[src/rtl/bpsk_pkg.sv]
// Shared types, parity modes and parameter checks for the
// BPSK packet-to-UART bridge.
package bpsk_pkg;

   typedef enum logic [2:0] {
      S_IDLE,
      S_START,
      S_DATA,
      S_PARITY,
      S_STOP
   } ser_state_e;

   localparam int PAR_NONE = 0;
   localparam int PAR_EVEN = 1;
   localparam int PAR_ODD  = 2;

   function automatic bit params_ok(
      input int pkt_bits,
      input int data_bits,
      input int depth,
      input int parity,
      input int stop_bits,
      input int msb_first
   );
      return (data_bits >= 5) && (data_bits <= 9)
          && (pkt_bits >= data_bits)
          && ((pkt_bits % data_bits) == 0)
          && (depth >= 2) && ((depth & (depth - 1)) == 0)
          && (parity >= PAR_NONE) && (parity <= PAR_ODD)
          && ((stop_bits == 1) || (stop_bits == 2))
          && ((msb_first == 0) || (msb_first == 1));
   endfunction

endpackage

[src/rtl/packet_fifo.sv]
// Packet FIFO: power-of-two depth, show-ahead read data,
// push accepted when full if a pop happens in the same cycle.
module packet_fifo #(
   parameter  int WIDTH = 32,
   parameter  int DEPTH = 4,
   localparam int AW    = $clog2(DEPTH),
   localparam int CW    = AW + 1
) (
   input  logic             clock,
   input  logic             reset_n,
   input  logic             push,
   input  logic             pop,
   input  logic [WIDTH-1:0] wdata,
   output logic [WIDTH-1:0] rdata,
   output logic             full,
   output logic             empty,
   output logic [CW-1:0]    count
);

   logic [WIDTH-1:0] mem_q [DEPTH];
   logic [AW-1:0]    wptr_q;
   logic [AW-1:0]    rptr_q;
   logic [CW-1:0]    count_q;
   logic             do_push;
   logic             do_pop;

   assign empty   = (count_q == '0);
   assign full    = (count_q == CW'(DEPTH));
   assign do_pop  = pop && !empty;
   assign do_push = push && (!full || do_pop);
   assign rdata   = mem_q[rptr_q];
   assign count   = count_q;

   always_ff @(posedge clock or negedge reset_n) begin
      if (!reset_n) begin
         wptr_q  <= '0;
         rptr_q  <= '0;
         count_q <= '0;
      end else begin
         if (do_push) wptr_q <= wptr_q + 1'b1;
         if (do_pop) rptr_q <= rptr_q + 1'b1;
         count_q <= count_q + CW'(do_push) - CW'(do_pop);
      end
   end

   always_ff @(posedge clock) begin
      if (do_push) mem_q[wptr_q] <= wdata;
   end

endmodule

[src/rtl/bpsk_uart_bridge.sv]
// Assembles demodulated bits into packets, queues them and
// streams each packet out as back-to-back UART frames.
module bpsk_uart_bridge
   import bpsk_pkg::*;
#(
   parameter  int PACKET_BITS = 32,
   parameter  int DATA_BITS   = 8,
   parameter  int FIFO_DEPTH  = 4,
   parameter  int PARITY      = 0,
   parameter  int STOP_BITS   = 1,
   parameter  int MSB_FIRST   = 1,
   localparam int CW          = $clog2(FIFO_DEPTH) + 1
) (
   input  logic          clock,
   input  logic          reset_n,
   input  logic          bit_data,
   input  logic          bit_valid,
   input  logic          resync,
   input  logic          baud_tick,
   output logic          tx,
   output logic          busy,
   output logic [CW-1:0] fifo_count,
   output logic          overflow,
   input  logic          overflow_clr
);

   localparam int WORDS = PACKET_BITS / DATA_BITS;
   localparam int BW    = $clog2(PACKET_BITS);
   localparam int WW    = $clog2(WORDS + 1);
   localparam int DW    = $clog2(DATA_BITS);

   if (!params_ok(PACKET_BITS, DATA_BITS, FIFO_DEPTH,
                  PARITY, STOP_BITS, MSB_FIRST)) begin : g_bad_params
      $error("bpsk_uart_bridge: illegal parameter set");
   end

   logic [BW-1:0]          acnt_q, acnt_d;
   logic [PACKET_BITS-1:0] shreg_q, shreg_d;
   logic                   ovf_q, ovf_d;
   logic                   pkt_done;
   logic                   fifo_full, fifo_empty, fifo_pop;
   logic [PACKET_BITS-1:0] fifo_rdata;

   ser_state_e             state_q, state_d;
   logic [PACKET_BITS-1:0] word_q, word_d;
   logic [WW-1:0]          wcnt_q, wcnt_d;
   logic [DW-1:0]          bit_q, bit_d;
   logic                   tx_q, tx_d;
   logic [DATA_BITS-1:0]   cur;
   logic                   par_bit;

   // resync and a same-cycle bit: that bit becomes bit 0
   always_comb begin
      acnt_d   = resync ? '0 : acnt_q;
      shreg_d  = shreg_q;
      pkt_done = 1'b0;
      if (bit_valid) begin
         shreg_d = (MSB_FIRST != 0)
                 ? {shreg_q[PACKET_BITS-2:0], bit_data}
                 : {bit_data, shreg_q[PACKET_BITS-1:1]};
         if (acnt_d == BW'(PACKET_BITS - 1)) begin
            acnt_d   = '0;
            pkt_done = 1'b1;
         end else begin
            acnt_d = acnt_d + 1'b1;
         end
      end
   end

   always_comb begin
      ovf_d = ovf_q;
      if (pkt_done && fifo_full && !fifo_pop) ovf_d = 1'b1;
      else if (overflow_clr) ovf_d = 1'b0;
   end

   packet_fifo #(
      .WIDTH (PACKET_BITS),
      .DEPTH (FIFO_DEPTH)
   ) u_fifo (
      .clock   (clock),
      .reset_n (reset_n),
      .push    (pkt_done),
      .pop     (fifo_pop),
      .wdata   (shreg_d),
      .rdata   (fifo_rdata),
      .full    (fifo_full),
      .empty   (fifo_empty),
      .count   (fifo_count)
   );

   assign cur     = word_q[PACKET_BITS-1 -: DATA_BITS];
   assign par_bit = (^cur) ^ (PARITY == PAR_ODD);

   always_comb begin
      state_d  = state_q;
      word_d   = word_q;
      wcnt_d   = wcnt_q;
      bit_d    = bit_q;
      tx_d     = tx_q;
      fifo_pop = 1'b0;
      if (baud_tick) begin
         unique case (state_q)
            S_IDLE: begin
               if (!fifo_empty) begin
                  fifo_pop = 1'b1;
                  word_d   = fifo_rdata;
                  wcnt_d   = '0;
                  state_d  = S_START;
                  tx_d     = 1'b0;
               end
            end
            S_START: begin
               state_d = S_DATA;
               bit_d   = '0;
               tx_d    = cur[0];
            end
            S_DATA: begin
               if (bit_q == DW'(DATA_BITS - 1)) begin
                  bit_d = '0;
                  if (PARITY != PAR_NONE) begin
                     state_d = S_PARITY;
                     tx_d    = par_bit;
                  end else begin
                     state_d = S_STOP;
                     tx_d    = 1'b1;
                  end
               end else begin
                  bit_d = bit_q + 1'b1;
                  tx_d  = cur[bit_d];
               end
            end
            S_PARITY: begin
               state_d = S_STOP;
               tx_d    = 1'b1;
            end
            S_STOP: begin
               if (bit_q == DW'(STOP_BITS - 1)) begin
                  bit_d = '0;
                  if (wcnt_q != WW'(WORDS - 1)) begin
                     word_d  = word_q << DATA_BITS;
                     wcnt_d  = wcnt_q + 1'b1;
                     state_d = S_START;
                     tx_d    = 1'b0;
                  end else if (!fifo_empty) begin
                     fifo_pop = 1'b1;
                     word_d   = fifo_rdata;
                     wcnt_d   = '0;
                     state_d  = S_START;
                     tx_d     = 1'b0;
                  end else begin
                     state_d = S_IDLE;
                     tx_d    = 1'b1;
                  end
               end else begin
                  bit_d = bit_q + 1'b1;
               end
            end
            default: state_d = S_IDLE;
         endcase
      end
   end

   always_ff @(posedge clock or negedge reset_n) begin
      if (!reset_n) begin
         acnt_q  <= '0;
         shreg_q <= '0;
         ovf_q   <= 1'b0;
         state_q <= S_IDLE;
         word_q  <= '0;
         wcnt_q  <= '0;
         bit_q   <= '0;
         tx_q    <= 1'b1;
      end else begin
         acnt_q  <= acnt_d;
         shreg_q <= shreg_d;
         ovf_q   <= ovf_d;
         state_q <= state_d;
         word_q  <= word_d;
         wcnt_q  <= wcnt_d;
         bit_q   <= bit_d;
         tx_q    <= tx_d;
      end
   end

   assign tx       = tx_q;
   assign busy     = (state_q != S_IDLE);
   assign overflow = ovf_q;

endmodule

[config.mk]
export PLATFORM = sky130hd
export DESIGN_NAME = bpsk_uart_bridge
export DESIGN_NICKNAME = d
export VERILOG_FILES = /design/src/rtl/bpsk_pkg.sv /design/src/rtl/packet_fifo.sv /design/src/rtl/bpsk_uart_bridge.sv
export SDC_FILE = /design/constraint.sdc
export NUM_CORES = 1
export LEC_CHECK = 0
export BUFFER_PORTS_ARGS = -buffer_cell sky130_fd_sc_hd__clkbuf_2
export CORE_ASPECT_RATIO = 0.75
export CORE_MARGIN = 5
export CORE_UTILIZATION = 58
export DETAILED_ROUTE_END_ITERATION = 8
export GPL_TIMING_DRIVEN = 0
export PLACE_DENSITY = 0.85
export SLEW_MARGIN = 25
export SYNTH_ARGS = -nofsm -noshare
export SYNTH_HDL_FRONTEND = slang
export SYNTH_SLANG_ARGS = --single-unit
[constraint.sdc]
create_clock -name clock -period 7.86 [get_ports clock]
set_input_delay 0.393 -clock clock [delete_from_list [all_inputs] [get_ports clock]]
set_output_delay 0.393 -clock clock [all_outputs]
set_load 0.02 [all_outputs]
======== Yosys cells after proc, flatten, opt, wreduce, memory -nomap -nowiden ========
Memories as Yosys holds them, arrays and structs flattened.
Cells that the tools add are included.
word-level totals
  bits in registers ....................... 87
  memory bits (writable) .................. 128
  output and inout bits ................... 6
  logic and storage cells ................. 91
  memories kept ........................... 1
operators by class
  $add $sub $neg .......................... 7
  $lt $le $gt $ge ......................... 1
  eq/ne operators ......................... 11
  multiplexer cells ....................... 40
  reduce and logical (&&, ||, !) cells .... 20
memory list
  memory        depth  width  read ports  clocked after memory_dff  write ports  line               source
  u_fifo.mem_q  4      32     1           0                         1            packet_fifo.sv:20  logic [WIDTH-1:0] mem_q [DEPTH];
operators by type and width
  cell                 count
  $mux 32              4
  $pmux 32 s2          1
  $mux 3               8
  $mux 1               18
  $mux 5               3
  $pmux 3 s5           1
  $eq 3x3->1 const B   3
  $logic_not 3->1      3
  $pmux 3 s3           1
  $reduce_and 4->1     2
  $add 3x1->3 const B  2
  $eq 3x2->1 const B   2
  $ne 2x2->1 const B   3
  $pmux 3 s2           1
  $reduce_bool 3->1    2
  $add 5x1->5 const B  1
  $eq 5x5->1 const B   1
  $pmux 1 s5           1
  $reduce_bool 5->1    1
  $add 2x1->2 const B  2
  $logic_and 1x1->1    4
  $lt 3x4->1 const B   1
  $reduce_bool 2->1    2
  $add 3x1->3          1
  other kinds (9)      11

======== Logic depth before layout (Yosys ltp) ========
  depth in word-level cells ............... 11
  mapped depth ............................ 11
  gate-level depth less buffers ........... 11

======== Modules after synthesis ========
A second synthesis with hierarchy kept.
second synthesis, totals
  cells, all modules ...................... 493
  area total of the unflattened synthesis .. 8,720.9 um^2
modules (own cells, without submodules)
  module            times used  cells each  area an instance (um^2)  seq. area each (um^2)
  packet_fifo       1           204         5,064.9                  4,018.9
  bpsk_uart_bridge  1           289         3,656.0                  2,003.2

======== Worst setup path before layout ========
Ideal clock, no wire load.
  kind .................................... input-to-reg
  start point ............................. input resync
  end point ............................... memory u_fifo.mem_q[0][0] (enable)
  library setup time ...................... 392 ps
  data arrival time ....................... 2,233 ps
  path slack .............................. 5,235 ps
  cell stages on the path ................. 7
  buffers on the path ..................... 0
  cell sequence ........................... nor2b_1 > ha_1 > and3_1 > ha_1 > nand2_1 > a31oi_4 > and2_1
between the ends
  word-level cells in the longest chain between the ends .. 7
ends and longest elaborated chain
  element                       line                    source
  start, declared               bpsk_uart_bridge.sv:18  input logic resync,
  $mux 5                        bpsk_uart_bridge.sv:54  acnt_d = resync ? '0 : acnt_q;
  $eq 5x5->1                    bpsk_uart_bridge.sv:61  if (acnt_d == BW'(PACKET_BITS - 1)) begin
  $mux 1                        bpsk_uart_bridge.sv:61
  $mux 1                        bpsk_uart_bridge.sv:57  if (bit_valid) begin
  $logic_and 1x1->1             packet_fifo.sv:30       assign do_push = push && (!full || do_pop);
  net u_fifo.do_push            packet_fifo.sv:24       logic do_push;
  $mux 1                        packet_fifo.sv:47       if (do_push) mem_q[wptr_q] <= wdata;
  $mux 1 (not written as such)  packet_fifo.sv:47
  end, declared                 packet_fifo.sv:20
The timed path passes the listed nets, and every way through them passes these cells.

======== Final worst setup path ========
  start point ............................. register bit_q[0]
  end point ............................... register u_fifo.count_q[2] (netlist: u_fifo.count[2])
between the ends
  word-level cells in the longest chain between the ends .. 9
ends and longest elaborated chain
  element                 line                     source
  start, declared         bpsk_uart_bridge.sv:47   logic [DW-1:0] bit_q, bit_d;
  start signal, assigned  bpsk_uart_bridge.sv:180  bit_q <= bit_d;
  $logic_not 3->1 *       bpsk_uart_bridge.sv:137  if (bit_q == DW'(STOP_BITS - 1)) begin
  $mux 1 *                bpsk_uart_bridge.sv:137
  $pmux 1 s2 *            bpsk_uart_bridge.sv:102  unique case (state_q)
  $mux 1 *                bpsk_uart_bridge.sv:101  if (baud_tick) begin
  $logic_and 1x1->1 *     packet_fifo.sv:29        assign do_pop = pop && !empty;
  $logic_or 1x1->1        packet_fifo.sv:30
  $logic_and 1x1->1       packet_fifo.sv:30
  $add 3x1->3             packet_fifo.sv:42        count_q <= count_q + CW'(do_push) - CW'(do_pop);
  $sub 3x1->3 *           packet_fifo.sv:42
  end signal, assigned    packet_fifo.sv:42
  end, declared           packet_fifo.sv:23        logic [CW-1:0] count_q;
Every way passes the cells marked *; elsewhere a longest branch is shown, timed or not.
A chain may end at the register's enable or synchronous reset.

==> impl_metrics.json <==
{
  "outcome": "completed",
  "r2r_end": "u_fifo.count[2]$_DFF_PN0_",
  "design.core.area_um2": 14550,
  "gp_congestion": 0.8150,
  "rr_worst_depth": 11,
  "syn_to_final_growth_pct": 12.70,
  "clkLatencyLatePin_ps": 490,
  "worstMarginPinSlew_ps": 794.9,
  "min_to": "overflow$_DFFE_PN0P_",
  "worstPathCellList": "inv_1 -> ha_1 -> nand4bb_1 -> a21o_2 -> nor3_1 -> a21o_1 -> ha_1 -> inv_1 -> fa_1 -> xnor2_1 -> xnor2_1",
  "htree_levels": 1,
  "pin_count": 13,
  "grt_overflow_total": 0,
  "yosys.area.top_type_share_pct": 44.44,
  "critical_path_class": "reg2reg",
  "vias": 4316,
  "antenna_found_initial": 0,
  "postCtsResizedCells": 0,
  "path_buf_inv": 2,
  "syn_inst": 466,
  "slew_violations": 0,
  "antenna_left": 0,
  "fin_crit_ps": 2778,
  "rrSetupSlack_ps": 5080,
  "fp.dieArea_um2": 17480,
  "grt.total_usage_pct": 20.13,
  "min_period_over_period_pct": 35.35,
  "fmax_mhz": 359.9,
  "critPathArrivalTime_ps": 3190,
  "layout.nets": 525,
  "powerDensity_nw_per_um2": 361.5,
  "finClkSkew_ps": 18.09,
  "synth-edff-count": 128,
  "grt_pass1_wl_mm": 26.85,
  "die_h_um": 115.8,
  "critPathTopFamily": "adder cells",
  "cts_root_buffer": "clkbuf_16",
  "start_util_pct": 59.44,
  "setup_viol": 0,
  "hpwl_mm": 10.40,
  "io_buffers": 12,
  "synthArstFlopShare_pct": 40.47,
  "p_leak_nw": 3.577,
  "cts_sinks": 215,
  "worstHoldPathType": "in2reg",
  "die_w_um": 151,
  "fillers": 949,
  "rsz0062_at_grt": "no",
  "avgSynthCellArea_um2": 18.56,
  "critPathLaunchType": "flip-flop",
  "syn_nets": 485,
  "seq_area_um2": 6022,
  "cp_num_cells": 11,
  "multi_input_area_um2": 2426,
  "rows": 38,
  "yosysUniqueCellTypes": 56,
  "slew_headroom_pct": 46.72,
  "cts.clk_slew.worst_paths_ps": 60,
  "wl_per_cell_um": 22.55,
  "synth-seq-cells": 215,
  "max-cap-violations": 0,
  "hold_viol_final": 0,
  "final_core_util_pct": 66.99,
  "cts_max_path_buffers": 3,
  "yosysWarnings": 0,
  "end_kind": "flip-flop",
  "drt-total-wl_mm": 16.24,
  "holdPathStages": 2,
  "drt_iter0_drc": 343,
  "r2r_start": "bit_q[0]$_DFFE_PN0P_",
  "maxUsedRoutingLayer": "met4",
  "ir_drop_mv": 0.2154,
  "route.met2.wl_mm": 7.731,
  "drt-pass1-iter-count": 4,
  "vias_per_cell": 5.994,
  "grt_pass1_vias": 4804,
  "cts_buffers": 20,
  "grt_max_degree": 72,
  "hold_start": "overflow_clr",
  "drcViolationCount": 0,
  "syn-cell-area_um2": 8648,
  "cts_tree": "yes",
  "cp.required_ps": 8270,
  "yosys_most_used_dff": "edfxtp_1",
  "drive_gt1_share_pct": 32.50,
  "cpMaxStageDelayCell": "dfrtp_1",
  "critPathMaxFanout": 4,
  "fin_tns_setup_ps": 0,
  "diodes": 0,
  "wl_met1_mm": 7.021,
  "synth_top_area_cell": "edfxtp_1",
  "critical-path-max-stage-delay_ps": 400,
  "yosys-top-cells-area": "edfxtp_1, dfrtp_1, mux4_2, mux2_2, o221a_2",
  "ys_seq_area_share_pct": 69.63,
  "dr_wl_met3_mm": 1.083
}
[area by class of cell]
cell class	instances	share of cell area (%)
plain buffers	23	1.643
clock buffers	32	6.021
clock inverters	4	0.7189
inverters	12	0.4621
multi-input cells	216	24.89
flip-flops and latches	215	61.78
well taps	200	2.567
repair buffers	18	1.913
[metrics by stage]
| stage | hold WS, ps | power (mW) | std cells | area (um2) | setup WS (ps) |
|---|---|---|---|---|---|
| floorplan | 97.41 | 2.302 | 466 | 8648 | 5235 |
| global placement | 482.3 | 2.505 | 678 | 8959 | 4356 |
| detailed placement | 260.4 | 2.564 | 683 | 9080 | 5099 |
| CTS | 87.14 | 3.543 | 720 | 9747 | 5087 |
| global route | 103.5 | 3.704 | 720 | 9747 | 4861 |
| finish | 97.02 | 3.524 | 720 | 9747 | 5082 |
[routing by layer]
metal  up-vias  track usage (%)
met3        31            4.496
met2       123            31.96
met5         -                0
met4         0            5.374
li1       1904                -
met1      2258            28.85
[how the worst max path moves through the flow]
stage                              start                            end  slack (ps)
floorplan                         resync   u_fifo.mem_q[0][0]$_DFFE_PP_        5230
detailed placement                resync      u_fifo.count[2]$_DFF_PN0_        5100
global placement                  resync  u_fifo.mem_q[0][12]$_DFFE_PP_        4360
global route        bit_q[0]$_DFFE_PN0P_      u_fifo.count[2]$_DFF_PN0_        4860
CTS                 bit_q[0]$_DFFE_PN0P_      u_fifo.count[2]$_DFF_PN0_        5090
finish              bit_q[0]$_DFFE_PN0P_      u_fifo.count[2]$_DFF_PN0_        5080
[power by group]
| group | internal [mW] | switching, mW |
|---|---|---|
| clock network | 0.578 | 0.386 |
| registers | 1.46 | 0.137 |
| logic | 0.477 | 0.489 |
[cell usage after synthesis, types with 2 or more instances]
cell type / n
nor2_1: 5
o21ai_0: 5
a21o_1: 2
buf_4: 2
clkbuf_1: 7
o21a_1: 2
o22ai_1: 2
buf_2: 5
nand2b_1: 22
a22o_1: 9
xor2_1: 4
mux2_2: 37
mux4_2: 34
o221a_2: 22
nor2b_1: 4
inv_1: 12
ha_1: 11
a31oi_1: 3
and2_1: 5
buf_6: 8
nand2_1: 5
or2b_1: 4
a21oi_1: 3
xnor2_1: 3
dfrtp_1: 86
nor3b_1: 3
edfxtp_1: 128
nor3_1: 4
o221a_1: 2
[worst reg2reg max path: stages (launching register included)]
cell and delay [ps]:
dfrtp_1 400, inv_1 120, ha_1 240, nand4bb_1 200, a21o_2 310, nor3_1 330
a21o_1 130, ha_1 150, inv_1 60, fa_1 390, xnor2_1 230, xnor2_1 150
[state kept, by name, indices dropped and copies added (netlist names), 2 cells and up]
signal / cells
acnt_q: 5
bit_q: 3
shreg_q: 32
state_q: 3
u_fifo.count: 3
u_fifo.mem_q: 128
u_fifo.rptr_q: 2
u_fifo.wptr_q: 2
wcnt_q: 3
word_q: 32
[layout by cell type, fill, tap and decap left out, drive strengths merged, types with 5 or more instances in the layout]
cell / instances
a22o: 9
and2: 5
buf: 21
clkbuf: 51
dfrtp: 86
edfxtp: 128
ha: 11
inv: 12
mux2: 38
mux4: 34
nand2: 7
nand2b: 22
nor2: 5
nor3: 5
o21ai: 5
o221a: 24
[cell families (layout without fill, tap and decap cells)]
| group | count (synthesis) | count (layout) | synth area share, % |
|---|---|---|---|
| AOI/OAI and AO/OA | 61 | 61 | 6.756 |
| xor gates and xnor gates | 8 | 8 | 0.8971 |
| adders and majority gates | 12 | 12 | 1.823 |
| buffers and inverters | 35 | 89 | 2.373 |
| DFF | 215 | 215 | 69.63 |
| muxes | 73 | 73 | 13.96 |
| and+or+nand+nor | 62 | 62 | 4.557 |
[what timing repair did]
action                                 4_1_cts  5_1_grt
hold buffers                                 1        0
endpoints found under the hold margin       16        0
setup buffers                                0        0
Power figures use the tool's default switching activity.
